### src/rtl/ascp_ctrl.sv
// ascp_ctrl: handshake wrapper around an ascon_p permutation core.
// Takes a 5*BW state from upstream, launches one permutation, and parks the
// result in an output register until downstream takes it.
// Optional build macro ASCP_CTRL_TIMEOUT_EN adds a BUSY watchdog that aborts
// a permutation after TIMEOUT cycles and raises a sticky err flag.
module ascp_ctrl #(
   parameter int BW      = 64,
   parameter int TIMEOUT = 31
) (
   input  logic            clk,
   input  logic            rstn,
   input  logic            in_valid,
   output logic            in_ready,
   input  logic [5*BW-1:0] in_state,
   output logic            out_valid,
   input  logic            out_ready,
   output logic [5*BW-1:0] out_state,
   output logic            p_load,
   output logic [5*BW-1:0] p_s_in,
   input  logic [5*BW-1:0] p_s_out,
   input  logic            p_done,
   output logic [15:0]     perm_cnt,
   output logic            err
);

   typedef enum logic [1:0] {IDLE, LOAD, BUSY} state_t;

   state_t      state;
   state_t      state_nxt;
   logic        run_en;
   logic        in_xfer;
   logic        out_xfer;
   logic        done;
   logic        tmo;
   logic [15:0] cnt_q;

   assign in_xfer  = in_valid & in_ready;
   assign out_xfer = out_valid & out_ready;
   // p_done only counts while a permutation is actually in flight
   assign done     = (state == BUSY) & p_done;
   assign perm_cnt = cnt_q;

`ifdef ASCP_CTRL_TIMEOUT_EN
   localparam int TW = (TIMEOUT < 1) ? 1 : $clog2(TIMEOUT + 1);

   logic [TW-1:0] tcnt;

   // Watchdog: cleared while p_load is high, counts every BUSY cycle
   always_ff @(posedge clk or negedge rstn) begin
      if (!rstn)              tcnt <= '0;
      else if (state == LOAD) tcnt <= '0;
      else if (state == BUSY) tcnt <= tcnt + 1'b1;
   end

   // The TIMEOUT-th BUSY cycle without p_done aborts the permutation
   assign tmo = (state == BUSY) & ~p_done & (tcnt == TW'(TIMEOUT - 1));

   // Sticky abort flag, only reset clears it
   always_ff @(posedge clk or negedge rstn) begin
      if (!rstn)    err <= 1'b0;
      else if (tmo) err <= 1'b1;
   end
`else
   // TIMEOUT only matters when the watchdog is built in
   localparam int UNUSED_TIMEOUT = TIMEOUT;

   assign tmo = 1'b0;
   assign err = 1'b0;
`endif

   // Hold off in_ready until the first clock edge after reset release
   always_ff @(posedge clk or negedge rstn) begin
      if (!rstn) run_en <= 1'b0;
      else       run_en <= 1'b1;
   end

   // State register
   always_ff @(posedge clk or negedge rstn) begin
      if (!rstn) state <= IDLE;
      else       state <= state_nxt;
   end

   // Next-state logic
   always_comb begin
      state_nxt = state;
      case (state)
         IDLE:    if (in_xfer)    state_nxt = LOAD;
         LOAD:                    state_nxt = BUSY;
         BUSY:    if (done | tmo) state_nxt = IDLE;
         default:                 state_nxt = IDLE;
      endcase
   end

   // Outputs: accept only in IDLE and only if the result slot is free or draining
   always_comb begin
      in_ready = run_en & (state == IDLE) & (~out_valid | out_ready);
      p_load   = (state == LOAD);
   end

   // Capture the incoming state; it stays put through LOAD and BUSY
   always_ff @(posedge clk or negedge rstn) begin
      if (!rstn)        p_s_in <= '0;
      else if (in_xfer) p_s_in <= in_state;
   end

   // Result register: a new result wins over a same-edge drain
   always_ff @(posedge clk or negedge rstn) begin
      if (!rstn) begin
         out_valid <= 1'b0;
         out_state <= '0;
      end else if (done) begin
         out_valid <= 1'b1;
         out_state <= p_s_out;
      end else if (out_xfer) begin
         out_valid <= 1'b0;
      end
   end

   // Completed-permutation counter, wraps naturally at 16 bits
   always_ff @(posedge clk or negedge rstn) begin
      if (!rstn)     cnt_q <= '0;
      else if (done) cnt_q <= cnt_q + 16'd1;
   end

endmodule

### config.mk
export PLATFORM = sky130hd
export DESIGN_NAME = ascp_ctrl
export DESIGN_NICKNAME = d
export VERILOG_FILES = /design/src/rtl/ascp_ctrl.sv
export SDC_FILE = /design/constraint.sdc
export NUM_CORES = 1
export LEC_CHECK = 0
export CAP_MARGIN = 30
export CORE_AREA = 2 2 507 509
export DETAILED_ROUTE_END_ITERATION = 7
export DIE_AREA = 0 0 509 511
export PLACE_DENSITY = 0.31
export SYNTH_ARGS = -nofsm -noshare
export SYNTH_HDL_FRONTEND = slang
export SYNTH_SLANG_ARGS = --single-unit
### constraint.sdc
create_clock -name clk -period 1.7 [get_ports clk]
set_input_delay 0.51 -clock clk [delete_from_list [all_inputs] [get_ports clk]]
set_output_delay 0.51 -clock clk [all_outputs]
set_load 0.1 [all_outputs]
# Word-level counts from Yosys, hierarchy flattened
# Cells that the tools add are included.
op_classes:
  n_addsub: 1
  eq_ne: 4
  mux: 5
  bitwise: 7
  n_reduce_logical: 3
ops:
  columns: ["op", "n"]
  rows:
  - ["adder 16 x 1 -> 16 bit, second input constant", 1]
  - ["case mux 2 bit (3 select lines)", 1]
  - ["bitwise AND 1 bit", 5]
  - ["two-way mux 2 bit", 2]
  - ["!= test 2 bit, second input constant", 2]
  - ["== test 2 x 1 -> 1 bit, second input constant", 1]
  - ["== test 2 bit, second input constant", 1]
  - ["zero test 2 bit", 1]
  - ["two-way mux 1 bit", 2]
  - ["AND reduction 2 bit", 1]
  - ["nonzero test 2 bit", 1]
  - ["inverter 1 bit", 1]
  - ["bitwise OR 1 bit", 1]
word_totals:
  regBits: 660
  inputBits: 645
  out_inout_bits: 660
  elab_cells: 26

# Depth between registers and ports, before layout
# Gate-level depths: netlist of the first run.
logic_depth:
  word_depth: 6
  depth_mapped: 7
  ltp_nobuf: 4

# Worst setup path after synthesis of the first run
# Ideal clock, no wire load.
synth_timing:
  path_kind: "reg-to-reg"
  startpoint: "register out_valid"
  endpoint: "register p_s_in[224]"
  arrival_ns: 3.067
  path_slack_ns: -1.492
  stages_incl_launch_ff: 8
  path_buffers: 3
  cell_sequence: "dfrtp_1 -> nor2b_4 -> nor4b_4 -> and2_1 -> buf_4 -> buf_12 -> buf_6 -> mux2_2"
synth_between:
  elab_chain_len: 4
synth_rtl:
  columns: ["element", "line", "source"]
  rows:
  - ["start, declared", "15", "output logic out_valid,"]
  - ["start signal, assigned", "109", "out_valid <= 1'b0;"]
  - ["start signal, assigned", "112", "out_valid <= 1'b1;"]
  - ["start signal, assigned", "115", "out_valid <= 1'b0;"]
  - ["inverter 1 bit", "96", "in_ready = run_en & (state == IDLE) & (~out_valid | out_ready);"]
  - ["bitwise OR 1 bit", "96", null]
  - ["bitwise AND 1 bit", "96", null]
  - ["net in_ready", "13", "output logic in_ready,"]
  - ["bitwise AND 1 bit", "37", "assign in_xfer = in_valid & in_ready;"]
  - ["end signal, assigned", "103", "else if (in_xfer) p_s_in <= in_state;"]
  - ["end, declared", "19", "output logic [5*BW-1:0] p_s_in,"]
# The timed path passes the listed nets, and every way through them passes these cells.
# A chain may end at the register's enable or synchronous reset.

# Worst setup path in the final report of the first run
layout_timing:
  startpoint: "register out_valid"
  endpoint: "output in_ready"
layout_between:
  elab_chain_len: 3
layout_rtl:
  columns: ["element", "line"]
  rows:
  - ["inverter 1 bit", "96"]
  - ["bitwise OR 1 bit", "96"]
  - ["bitwise AND 1 bit", "96"]
  - ["end, declared", "13"]
# No other way between the ends.

==> impl_metrics.toml, run 1 <==
[placed_design]
place_area_um2 = 49600
gp_congestion = 0.813
port_buffers = 1303
hpwl_mm = 134
preCtsSetupSlack_ns = -0.902

[timing]
hold_viol_final = 0
tightestPinTransition_ns = 0.617
grt_setup_unrepaired = "yes"
fin_skew_ns = 0.0338
fin_ws_ns = -0.738
period_share_pct = 143
relSlewSlack_pct = 58.8
drv_slew = 0
clock.fmax_mhz = 410
finalSetupViolations = 1243
post-route-min-period_ns = 2.44

[yosys]
synth_top_cell_by_area = "dfrtp_1"
syn_inst = 2106
syn_nets = 2752
synthArstFlopShare_pct = 100
ys_ff_latch = 660
synth_common_cells = "nand2_1, dfrtp_1, mux2_1"
yosysWarningCount = 0
synth-seq-area-share_pct = 66.4
synth.distinct_cells = 35
synth_edf_count = 0
synth_ff_type = "dfrtp_1"
synth_area_um2 = 24900
synth_top_area_share_pct = 66.4
yosys-top-cells-area = "dfrtp_1, nand2_1, mux2_1, mux2_2, buf_6"
synth.avg_cell_area_um2 = 11.8
yosysMostFrequentCell = "nand2_1"

[detailed_routing]
wl_per_cell_um = 23.5
drt_pass1_iterations = 4
routed_wl_mm = 174
drt_iter0_markers = 1056
drc_errors = 0
antenna_left = 0
via_count = 23000
viasPerCell = 3.11

[die]
row_count = 186
dieArea_um2 = 260000
die_h_um = 511
initial_utilization_pct = 9.74
die_w_um = 509
placeableCoreArea_um2 = 255000
io_pins = 1305

[run_status]
violations = "negative setup slack"
status = "complete, but fails checks"

[final_layout]
finalNetCount = 4560
final_util_pct = 23.3
syn2layout_area_growth_pct = 139
design_area_um2 = 59400
drive_gt1_share_pct = 48.8
fillCellCount = 27000

[grt]
grt_first_pass_wirelength_mm = 227
grt_max_degree = 90
grt_pass1_vias = 24300
overflow = 0
grt.total_usage_pct = 12.8
antenna_found_initial = 85

[worst_setup_path]
critPathMaxFanout = 2
cp-start-kind = "register"
required_ns = 1.19
path_class = "register to output pin"
worstPathArrival_ns = 1.93
startpoint = "out_valid"
cp-end-kind = "output pin"
r2r_start = "out_valid"

[clock_network]
clock_latency_ns = 0.72
cts_inserted_buffers = 95
clkSinkCount = 660
h-tree-depth = 3
clock-root-buffer = "clkbuf_16"
clockBufferDepth = 3
clkTransAtPathRegs_ns = 0.05
cts_tree = "yes"

[hold_path]
min_path_type = "input port to asynchronous set/reset pin"

[job]
cap_violations = 0
## cell usage in the layout (no fill, tap or decap), types with 3 or more instances in the layout
master	synthesis	layout
xor2_1	6	6
clkinv_2	0	10
xnor2_1	8	8
buf_16	0	34
bufinv_16	0	3
inv_6	0	5
nor4_1	3	3
clkbuf_16	0	112
nand2_1	968	784
buf_8	0	26
buf_6	29	31
dfrtp_1	660	552
nand2_4	0	43
dfrtp_4	0	11
dfrtp_2	0	97
clkbuf_1	32	24
nor3_1	4	4
clkinvlp_4	0	4
nand2_2	0	141
buf_12	3	735
buf_4	5	333
mux2_4	0	320
clkbuf_8	0	23
clkdlybuf4s50_1	0	643
diode_2	0	26
## timing repair
action	4_1_cts	5_1_grt
hold buffers	1	0
gates cloned	40	18
pin swaps	3	193
endpoints found under the hold margin	180	0
setup endpoints to repair	1148	1292
setup buffers	189	182
gates resized for setup	431	424
## stage by stage
step | hold WS (ns) | TNS (ns) | instances
2_1_floorplan | 0.214 | -422.07 | 2106
3_3_place_gp | 0.329 | -414.00 | 6816
3_5_place_dp | 0.328 | -417.02 | 6816
4_1_cts | 0.0968 | -353.61 | 7212
5_1_grt | 0.128 | -373.86 | 7375
6_report | 0.200 | -268.13 | 7397
## state kept, by name, summed over array words and instances, names as in the netlist
| name | flops |
|---|---|
| out_state | 320 |
| p_s_in | 320 |
| perm_cnt | 16 |
| state | 2 |
| out_valid | 1 |
| run_en | 1 |
## cell type report
class | count | area, um2 | area share, %
antenna | 26 | 65.1 | 0.110
sequential | 660 | 16700 | 28.1
timing repair buffer | 1820 | 25800 | 43.4
inverter | 4 | 15.0 | 0.0253
clock inverter | 28 | 332 | 0.559
clock buffer | 142 | 2780 | 4.69
tap | 3384 | 4230 | 7.13
multi-input combinational | 1333 | 9490 | 16.0
## final timing paths
| kind | endpoint | slack, ns | depth (start not counted) |
|---|---|---|---|
| hold reg to reg | out_state[265] | 0.52 | 2 |
| hold / removal | out_state[9] | 0.20 | 2 |
| setup / recovery | in_ready | -0.74 | 4 |
| setup reg to reg | p_s_in[169] | -0.55 | 9 |
| min in group clk | out_state[125] | 0.31 | 3 |
| max in group asynchronous | p_s_in[51] | 0.63 | 4 |
## layer usage
layer,routed length (um),GRT usage (%)
met5,375,0
met4,4960,3.93
met3,20700,6.98
met2,82100,20.9
met1,65700,14.2
## worst max-delay path, stage by stage, from the launching register on
cell and delay (ns):
dfrtp_4 0.46, nor2b_4 0.14, nor4b_4 0.27, buf_4 0.16
buf_12 0.17
## kinds of logic after synthesis
kind of cell               after synthesis  share of synthesized area [%]
and+or+nand+nor                        995                           15.4
adders and majority gates                1                         0.0503
DFF                                    660                           66.4
other                                    2                         0.0302
muxes                                  320                           14.5
buffers and inverters                  113                           3.01
xor gates and xnor gates                15                          0.559
Power of run 1 is left out: the tool's default activity adds up to more than one toggle a clock period on the data nets, which glitch-free logic cannot reach.
==> inputs of run 2 (changes only) <==
Settings changed: CTS_CLUSTER_SIZE from default to 16.
==> run 2 against run 1 <==
  * The run still ends with negative setup slack left
  * Routed wire length is 0.59% lower
  * Flip-flop and latch count stayed put
  * Via count is 1.4% lower
  * Maximum frequency is 0.15% higher
  * Count of clock-buffer cells in the layout is 1 lower
  * Die area stayed put
  * Clock skew is 0.0016 ns higher
  * Worst hold slack better by 0.0022 ns
  * Core utilization is 0.28 points lower
  * Non-clock buffer count is 58 lower
  * Largest cell class unchanged
  * Highest routed layer unchanged
==> impl_metrics.toml, run 2 (same netlist as run 1, synthesis figures left out) <==
[clock_network]
h-tree-depth = 3
clockBufferDepth = 3
cts_inserted_buffers = 94
clock_latency_ns = 0.71
clkSinkCount = 660
clkTransAtPathRegs_ns = 0.05
cts_tree = "yes"
clock-root-buffer = "clkbuf_16"

[worst_setup_path]
critPathMaxFanout = 2
r2r_setup_slack_ns = -0.53
cp-start-kind = "register"
r2r_start = "out_valid"
r2r_end = "p_s_in[150]"
worstPathArrival_ns = 1.92
worstRegToRegCells = 9
required_ns = 1.19
path_class = "register to output pin"
cp-end-kind = "output pin"

[placed_design]
hpwl_mm = 134
port_buffers = 1303
gp_congestion = 0.813

[detailed_routing]
drt_pass1_iterations = 4
via_count = 22700
routed_wl_mm = 173
antenna_left = 0
drt_iter0_markers = 1067
viasPerCell = 3.09
wl_per_cell_um = 23.5
drc_errors = 0

[run_status]
violations = "negative setup slack"
status = "complete, but fails checks"

[timing]
finalSetupViolations = 1243
tightestPinTransition_ns = 0.635
relSlewSlack_pct = 57.7
period_share_pct = 143
drv_slew = 0
grt_setup_unrepaired = "yes"
fin_skew_ns = 0.0354
post-route-min-period_ns = 2.43
fin_ws_ns = -0.734
whs_ns = 0.202
hold_viol_final = 0
clock.fmax_mhz = 411

[grt]
overflow = 0
grt_first_pass_wirelength_mm = 227
grt_max_degree = 90
antenna_found_initial = 87
grt_pass1_vias = 24300
grt.total_usage_pct = 12.8

[final_layout]
final_cell_mix = "nand2_1, buf_12, clkdlybuf4s50_1"
fillCellCount = 27000
syn2layout_area_growth_pct = 136
seq_area_um2 = 16700
multi_input_area_um2 = 9380
final_common_cell = "nand2_1"
finalNetCount = 4501
drive_gt1_share_pct = 47.0

[die]
initial_utilization_pct = 9.74
die_w_um = 509
die_h_um = 511
row_count = 186
io_pins = 1305
placeableCoreArea_um2 = 255000
dieArea_um2 = 260000

[hold_path]
min_path_type = "input port to asynchronous set/reset pin"

[job]
cap_violations = 0
==> run 2: cell count changes in the layout (fill, tap and decap cells not counted), moves of 3 or more <==
cell       before  now
buf_4         333  288
nand2_1       784  818
nand2_2       141  112
dfrtp_1       552  561
dfrtp_2        97   88
clkbuf_16     112  106
nand2_4        43   38
buf_16         34   31
diode_2        26   29
==> run 2: repair_timing <==
action                                  4_1_cts  5_1_grt
resized for setup                           432      381
gates cloned                                 40       12
hold buffers                                  1        0
hold endpoints to repair                    180        0
setup buffers                               189      135
endpoints found under the setup margin     1148     1292
pin swaps                                     3      158
==> run 2: layer usage <==
layer | vias up | wire length, um | GRT usage (%)
met2 | 1074 | 81400 | 20.9
met1 | 11000 | 64200 | 14.2
met3 | 226 | 21800 | 6.99
met4 | 54 | 4910 | 3.88
met5 | - | 358 | 0
li1 | 10300 | - | -
==> run 2: through the flow <==
stage,worst slack (ns),std cells,utilization (%),area (um2),setup TNS (ns)
2_1_floorplan,-1.33,2106,-,25000,-422.07
3_3_place_gp,-0.908,6816,19.4,49600,-414.00
3_5_place_dp,-0.902,6816,19.4,49600,-417.02
4_1_cts,-0.856,7211,22.3,56900,-351.83
5_1_grt,-0.867,7316,22.9,58600,-373.59
6_report,-0.734,7341,23.0,58600,-262.82
==> run 2: area by class of cell <==
cell class,instances,area share (%)
clock buffers,141,4.72
well taps,3384,7.22
clock inverters,28,0.580
diodes,29,0.124
inverters,4,0.0256
repair buffers,1762,42.9
flip-flops and latches,660,28.4
multi-input cells,1333,16.0
==> run 2: critical path, stage by stage (launching register included) <==
cell and delay [ns]:
dfrtp_4 0.46, nor2b_4 0.14, nor4b_4 0.26, buf_4 0.16, buf_12 0.17
==> run 2: how the worst max path moves through the flow <==
stage                         start          end  slack [ns]  depth (start not counted)
final                     out_valid     in_ready       -0.73                          4
after global routing      out_valid     in_ready       -0.87                          4
after CTS                 out_valid     in_ready       -0.86                          4
after detailed placement  out_ready  p_s_in[194]       -0.90                          7
after global placement    out_ready    p_s_in[5]       -0.91                          7
after floorplan           out_valid  p_s_in[224]       -1.33                          7
Power of run 2 is left out for the same reason.
==> inputs of run 3 (changes only) <==
Settings changed: TNS_END_PERCENT from default to 30.
==> run 3 against run 2 <==
  * Cell count is 3.5% lower
  * The flow still finishes with violations (negative setup slack)
  * Worst setup slack better by 0.069 ns
  * Count of clock-buffer cells in the layout fell by 1
  * Non-clock buffer count fell by 241
  * Largest cell class unchanged
  * Maximum frequency up 2.9%
  * Global-route usage about the same
  * Clock skew rose by 0.027 ns
  * Die area stayed put
  * Highest routed layer unchanged
  * Via count down 3.6%
  * Routed wire length down 0.47%
==> impl_metrics.toml, run 3 (same netlist as run 1, synthesis figures left out) <==
[grt]
grt_first_pass_wirelength_mm = 228
overflow = 0
grt.total_usage_pct = 12.9
grt_max_degree = 66
grt_pass1_vias = 24000
antenna_found_initial = 77

[final_layout]
multi_input_area_um2 = 8800
final_cell_mix = "nand2_1, buf_12, clkdlybuf4s50_1"
final_util_pct = 21.8
drive_gt1_share_pct = 38.5
seq_area_um2 = 16600
final_common_cell = "nand2_1"
finalNetCount = 4260
fillCellCount = 27100
syn2layout_area_growth_pct = 124

[detailed_routing]
antenna_left = 0
drt_iter0_markers = 862
drc_errors = 0
via_count = 21900
drt_pass1_iterations = 5
viasPerCell = 3.09
routed_wl_mm = 172
wl_per_cell_um = 24.3

[timing]
period_share_pct = 139
fin_skew_ns = 0.0619
fin_ws_ns = -0.665
setup_tns_ns = -211.19
hold_viol_final = 0
finalSetupViolations = 1104
post-route-min-period_ns = 2.37
grt_setup_unrepaired = "yes"
drv_slew = 0
clock.fmax_mhz = 423
whs_ns = 0.301

[die]
dieArea_um2 = 260000
die_h_um = 511
initial_utilization_pct = 9.74
die_w_um = 509
placeableCoreArea_um2 = 255000
io_pins = 1305
row_count = 186

[placed_design]
port_buffers = 1303
hpwl_mm = 138
gp_congestion = 0.829
preCtsSetupSlack_ns = -0.950

[worst_setup_path]
worstPathArrival_ns = 1.86
startpoint = "out_valid"
cp_cell_sequence = "nor2b_4 > nor4b_4 > buf_4 > buf_12"
path_class = "register to output pin"
critPathMaxFanout = 2
cp_slowest_stage_delay_ns = 0.47
required_ns = 1.19
critPathSlowestCell = "dfrtp_4"
cp-end-kind = "output pin"
cp-start-kind = "register"
r2r_start = "out_valid"

[clock_network]
cts_inserted_buffers = 94
clock-root-buffer = "clkbuf_16"
clock_latency_ns = 0.73
clkTransAtPathRegs_ns = 0.06
h-tree-depth = 3
clockBufferDepth = 3
clkSinkCount = 660
cts_tree = "yes"

[run_status]
status = "complete, but fails checks"
violations = "negative setup slack"

[hold_path]
hp-start = "p_s_out[125]"
min_path_type = "input port to register"

[job]
cap_violations = 0
-- run 3: cell types whose count changed in the layout (fill, tap and decap cells not counted), moves of 23 or more --
cell / before / now
dfrtp_2: 88 / 65
nand2_1: 818 / 968
nand2_2: 112 / 0
nand2_4: 38 / 0
dfrtp_1: 561 / 594
buf_4: 288 / 90
-- run 3: area by class of cell --
type / instances / area share, %
multi-input cells: 1333 / 15.8
clock buffers: 140 / 4.93
inverters: 4 / 0.0270
diodes: 9 / 0.0404
well taps: 3384 / 7.60
flip-flops and latches: 660 / 29.8
clock inverters: 32 / 0.786
repair buffers: 1521 / 41.0
-- run 3: path summary, 6_finish.rpt --
path                             endpoint  slack, ns  depth (start not counted)
max                              in_ready      -0.67                          4
min                        out_state[125]       0.30                          3
max reg2reg                   p_s_in[213]      -0.50                          9
min reg2reg                  perm_cnt[13]       0.51                          1
max in group asynchronous  out_state[294]       0.53                          4
min in group asynchronous  out_state[122]       0.48                          3
-- run 3: metal layers --
layer  global-route usage, %  wire [um]  vias to the layer above  share of wire (%)
li1                        -          -                     9791                  -
met4                    2.96       3920                       62                2.3
met1                    15.0      68100                    10700                 40
met2                    20.8      79400                     1023                 46
met5                       0        398                        -               0.23
met3                    6.48      20000                      256                 12
-- run 3: critical path: cells and delay by family, from the launching register on --
family / cells / cell delay (ns)
simple gates: 2 / 0.37
flops: 1 / 0.47
buf+inv: 2 / 0.33
-- run 3: per-stage QoR --
step	area [um2]	cells
2_1_floorplan	24900	2106
3_3_place_gp	49500	6816
3_5_place_dp	49500	6816
4_1_cts	55100	7069
5_1_grt	55700	7077
6_report	55700	7083
-- run 3: repair_timing --
action                                 in CTS  in global routing
hold buffers                                1                  0
gates cloned                               30                  6
pin swaps                                   1                  1
gates resized for setup                   331                203
setup buffers                              55                 21
endpoints found under the hold margin     234                  0
setup endpoints to repair                1131               1223
Power of run 3 is left out for the same reason.
